File: src/rtl/bsg_link_ddr_downstream_assembler.sv
// Receive-side DDR assembler: pairs 2-channel beats into core words, buffers them
// in a small FIFO and returns decimated credit tokens as words are consumed.
module bsg_link_ddr_downstream_assembler #(
    parameter int CHANNEL_WIDTH    = 16,
    parameter int FIFO_DEPTH       = 8,
    parameter int TOKEN_DECIMATION = 8,
    parameter int BEATS_PER_WORD   = 2
) (
    input  logic                                      clk,
    input  logic                                      rst,
    input  logic [1:0]                                io_valid_i,
    input  logic [2*CHANNEL_WIDTH-1:0]                io_data_i,
    output logic [2*CHANNEL_WIDTH*BEATS_PER_WORD-1:0] core_data_o,
    output logic                                      core_valid_o,
    input  logic                                      core_yumi_i,
    output logic [1:0]                                token_o,
    output logic                                      overflow_o,
    output logic                                      err_misalign_o
);
    localparam int BEAT_W = 2 * CHANNEL_WIDTH;
    localparam int WORD_W = BEAT_W * BEATS_PER_WORD;
    localparam int AW     = $clog2(FIFO_DEPTH);
    localparam int TW     = $clog2(TOKEN_DECIMATION);

    logic              r_beat_idx;
    logic [BEAT_W-1:0] r_stage;
    logic [WORD_W-1:0] r_mem [FIFO_DEPTH];
    logic [AW:0]       r_wptr;
    logic [AW:0]       r_rptr;
    logic [TW-1:0]     r_tok_cnt;
    logic [1:0]        r_token;
    logic              r_overflow;
    logic              r_misalign;

    logic              w_beat_ok;
    logic              w_misalign;
    logic              w_empty;
    logic              w_full;
    logic              w_rd;
    logic              w_wr_req;
    logic              w_wr;
    logic [TW:0]       w_tok_sum;

    assign w_beat_ok  = (io_valid_i == 2'b11);
    assign w_misalign = io_valid_i[0] ^ io_valid_i[1];
    assign w_empty    = (r_wptr == r_rptr);
    assign w_full     = (r_wptr[AW-1:0] == r_rptr[AW-1:0]) && (r_wptr[AW] != r_rptr[AW]);
    assign w_rd       = core_yumi_i && !w_empty;
    assign w_wr_req   = w_beat_ok && r_beat_idx;
    // A same-cycle read frees the head slot, so a full FIFO can still accept.
    assign w_wr       = w_wr_req && (!w_full || w_rd);
    assign w_tok_sum  = {1'b0, r_tok_cnt} + (TW+1)'(BEATS_PER_WORD);

    always_ff @(posedge clk) begin
        if (!rst) begin
            r_beat_idx <= 1'b0;
            r_wptr     <= '0;
            r_rptr     <= '0;
            r_tok_cnt  <= '0;
            r_token    <= 2'b00;
            r_overflow <= 1'b0;
            r_misalign <= 1'b0;
        end else begin
            if (w_beat_ok)
                r_beat_idx <= ~r_beat_idx;
            if (w_misalign)
                r_misalign <= 1'b1;
            if (w_wr_req && !w_wr)
                r_overflow <= 1'b1;
            if (w_wr)
                r_wptr <= r_wptr + (AW+1)'(1);
            if (w_rd) begin
                r_rptr    <= r_rptr + (AW+1)'(1);
                r_tok_cnt <= w_tok_sum[TW-1:0];
                if (w_tok_sum[TW])
                    r_token <= ~r_token;
            end
        end
    end

    // Datapath storage carries no reset; validity is tracked by the pointers.
    always_ff @(posedge clk) begin
        if (w_beat_ok && !r_beat_idx)
            r_stage <= io_data_i;
        if (w_wr)
            r_mem[r_wptr[AW-1:0]] <= {io_data_i, r_stage};
    end

    assign core_valid_o   = !w_empty;
    assign core_data_o    = w_empty ? '0 : r_mem[r_rptr[AW-1:0]];
    assign token_o        = r_token;
    assign overflow_o     = r_overflow;
    assign err_misalign_o = r_misalign;
endmodule

File: config.mk
export PLATFORM = sky130hd
export DESIGN_NAME = bsg_link_ddr_downstream_assembler
export DESIGN_NICKNAME = d
export VERILOG_FILES = /design/src/rtl/bsg_link_ddr_downstream_assembler.sv
export SDC_FILE = /design/constraint.sdc
export NUM_CORES = 1
export LEC_CHECK = 0
export CAP_MARGIN = 10
export CORE_ASPECT_RATIO = 1.4
export CORE_MARGIN = 5
export CORE_UTILIZATION = 54
export DETAILED_ROUTE_END_ITERATION = 12
export HOLD_SLACK_MARGIN = 0.15
export PLACE_DENSITY = 0.81
export SKIP_CTS_REPAIR_TIMING = 1
export SYNTH_ARGS = -nofsm -noshare
export SYNTH_HDL_FRONTEND = slang
export SYNTH_SLANG_ARGS = --single-unit
export TNS_END_PERCENT = 1
File: constraint.sdc
create_clock -name clk -period 4.3 [get_ports clk]
set_input_delay 0.43 -clock clk [delete_from_list [all_inputs] [get_ports clk]]
set_output_delay 0.43 -clock clk [all_outputs]
set_load 0.01 [all_outputs]
==> impl_results.md <==
- CTS sink count: 562
- Yosys cell types: 33
- Total die area: 43500 um^2
- Placed cells: 1551
- Clock tree buffer depth: 3
- Warnings from Yosys: 0
- Router iterations before antenna repair: 5
- Avg Inst Size Synth: 22.50 um^2
- Net count after synthesis: 986
- Area Growth Syn to Fin: 15.70%
- CTS root buffer: clkbuf_16
- Clk_skew: 0.01616 ns
- Nets: 1113
- H-tree levels: 2
- Layout Cells excl Fill: 1639
- Clk slew on worst S/H paths: 0.07 ns
- Die H: 244.8 um
- Min cycle time layout: 3.603 ns
- DR vias: 9866
- Critical Path Start Type: register
- Initial antenna violation count: 1
- Worst Tran Pin Value: 0.8506 ns
- R2R Setup Slk: 1.41 ns
- DP Area: 23080 um^2
- RePlAce Congestion: 0.7235
- R2R cell count: 5
- CTS tree: done
- Crit path max fanout: 24
- PwrDens: 437.4 nW/um^2
- Critical Path RT: 3.87 ns
- Cell Area, Synth: 21260 um^2
- Largest net degree at the start of global routing: 66
- Fin crit share: 83.78%
- Total track usage: 20.10%
- Row count: 86
- Leading cell type in the layout, fill and taps excluded: edfxtp_1
- Crit end category: output pin
- Max-cap viol count: 0
- Outcome: complete, no violations
- Via-per-instance ratio: 6.020
- Crit path capture: core_data_o[1]
- Number of global-route vias before repair: 10550
- Yosys reg bits: 562
- Final setup violation count: 0
- Unrepaired setup endpoints after global routing: no
- Final Hold Vio Count: 0
- HP Start: r_tok_cnt[2]
- Slew HR: 43.30%
- Input/output buffers: 105
- Core area: 39170 um^2
- Critical path type: reg -> out
- Die X: 177.7 um
- Maximum clock frequency: 0.2776 GHz
- Setup TNS: 0 ns
- Arr. time, crit path: 3.17 ns
- Min-Delay Path Class: reg -> reg
- Commonest cells after routing, fill and taps aside: 544 x edfxtp_1, 128 x mux4_2, 105 x clkdlybuf4s50_1
- Fin area: 24600 um^2
- Count of final max-slew check failures: 0
- GRT overflow: 0
- I/O pin total: 106
- Starting Density: 54.28%
- ANT nets after route: 0
- Post-Route WL: 42670 um
- VDD IR-drop max: 0.4573 mV
- Detailed Place HPWL: 22860 um
- Fillcell total: 2563
- First-pass GRT wire length: 65490 um
- FF-to-FF End: r_mem[3][6]
- Routed WL per cell: 26.03 um
- Syn Inst Count: 945
- Layout cells sized above 1: 20.54%
- LEAKAGE: 7.396 nW
- Num CTS Buffers: 47
- FF+latch area: 16710 um^2
- Initial DRC Count: 894
- Seq/Total Area, Yosys: 78.53%
- DRC viols: 0
- Clock Latency Late Sink: 0.56 ns
- Multi-input gate area: 4332 um^2
- Start of the worst register-to-register path: r_wptr[2]
## where the power goes
group	total [W]	switching [W]	leakage (nW)	internal, W
Sequential	0.00607	0.0000469	5.05	0.00603
Clock	0.00422	0.00184	0.734	0.00238
Combinational	0.000468	0.000234	1.61	0.000234
## flip-flops by register name, indices dropped and copies added, names as in the netlist, named ones only
register,cells
r_wptr,4
r_tok_cnt,2
overflow_o,1
token_o,2
r_stage,32
r_rptr,4
r_mem,512
err_misalign_o,1
r_beat_idx,1
## synth_stat cells, drive strengths merged
| cell | n | share of area [%] |
|---|---|---|
| a21o | 1 | 0.035 |
| a21oi | 3 | 0.12 |
| a31oi | 2 | 0.059 |
| a41oi | 1 | 0.041 |
| and2 | 1 | 0.029 |
| and3 | 2 | 0.059 |
| and3b | 1 | 0.041 |
| and4 | 1 | 0.041 |
| and4b | 3 | 0.14 |
| and4bb | 2 | 0.12 |
| buf | 41 | 1.1 |
| clkbuf | 8 | 0.14 |
| dfxtp | 18 | 1.7 |
| edfxtp | 544 | 77 |
| ha | 4 | 0.24 |
| inv | 4 | 0.071 |
| mux2i | 72 | 3.4 |
| mux4 | 128 | 14 |
| nand2 | 14 | 0.25 |
| nand2b | 5 | 0.15 |
| nand3 | 2 | 0.047 |
| nand4 | 3 | 0.088 |
| nor2 | 72 | 1.3 |
| nor2b | 1 | 0.029 |
| o211ai | 1 | 0.035 |
| o21ai | 1 | 0.024 |
| or3 | 2 | 0.059 |
| or4 | 1 | 0.035 |
| xnor2 | 7 | 0.29 |
## worst min path at each step
stage	end	slack, ns	cells past startpoint
final	r_tok_cnt[2]	0.47	2
after global routing	r_tok_cnt[2]	0.51	2
after CTS	r_tok_cnt[2]	0.48	2
after detailed placement	r_tok_cnt[2]	0.47	2
after global placement	err_misalign_o	0.45	2
after floorplan	r_tok_cnt[2]	0.44	2
## worst max-delay path: stages, from the launching register on
cell and delay [ns]:
dfxtp_4 0.71, buf_4 0.48, mux4_2 0.55, mux2i_1 0.20, nor2_1 0.10, clkdlybuf4s50_1 0.53
## cell type report
type | count | area share, %
sequential | 562 | 67.92
multi-input combinational | 330 | 17.61
timing repair buffer | 127 | 5.555
clock buffer | 57 | 4.934
tap | 528 | 2.686
clock inverter | 30 | 1.221
inverter | 4 | 0.06104
antenna | 1 | 0.01017
## routing by layer
metal  GRT usage, %  share of wire [%]  vias up
met1          27.28                 38     5230
met2          34.39                 53      415
met5              0                  0        -
li1               -                  -     4154
met4          5.759                2.5        0
met3          3.004                6.3       67
## logic make-up (layout without fill, tap and decap cells)
| logic type | Yosys count | count (layout) | share of synthesized area (%) |
|---|---|---|---|
| flip-flops | 562 | 562 | 78.53 |
| multiplexers | 200 | 200 | 16.95 |
| AND/OR/NAND/NOR | 110 | 110 | 2.354 |
| buffers and inverters | 53 | 218 | 1.324 |
| AO/OA/AOI/OAI | 9 | 9 | 0.3178 |
| XOR/XNOR | 7 | 7 | 0.2884 |
| adder cells (fa/ha/maj) | 4 | 4 | 0.2354 |
| other | 0 | 1 | 0 |
## metrics by stage
| step | power (W) | util, % | worst slack [ns] | hold WS (ns) |
|---|---|---|---|---|
| 2_1_floorplan | 0.006439 | - | 1.087 | 0.4417 |
| 3_3_place_gp | 0.006648 | 58.93 | 1.244 | 0.4516 |
| 3_5_place_dp | 0.006662 | 58.93 | 1.276 | 0.4675 |
| 4_1_cts | 0.01082 | 62.79 | 0.6035 | 0.4775 |
| 5_1_grt | 0.01108 | 62.80 | 0.5256 | 0.5140 |
| 6_report | 0.01076 | 62.80 | 0.6974 | 0.4712 |
No activity file was read; power rests on OpenSTA's default activity.
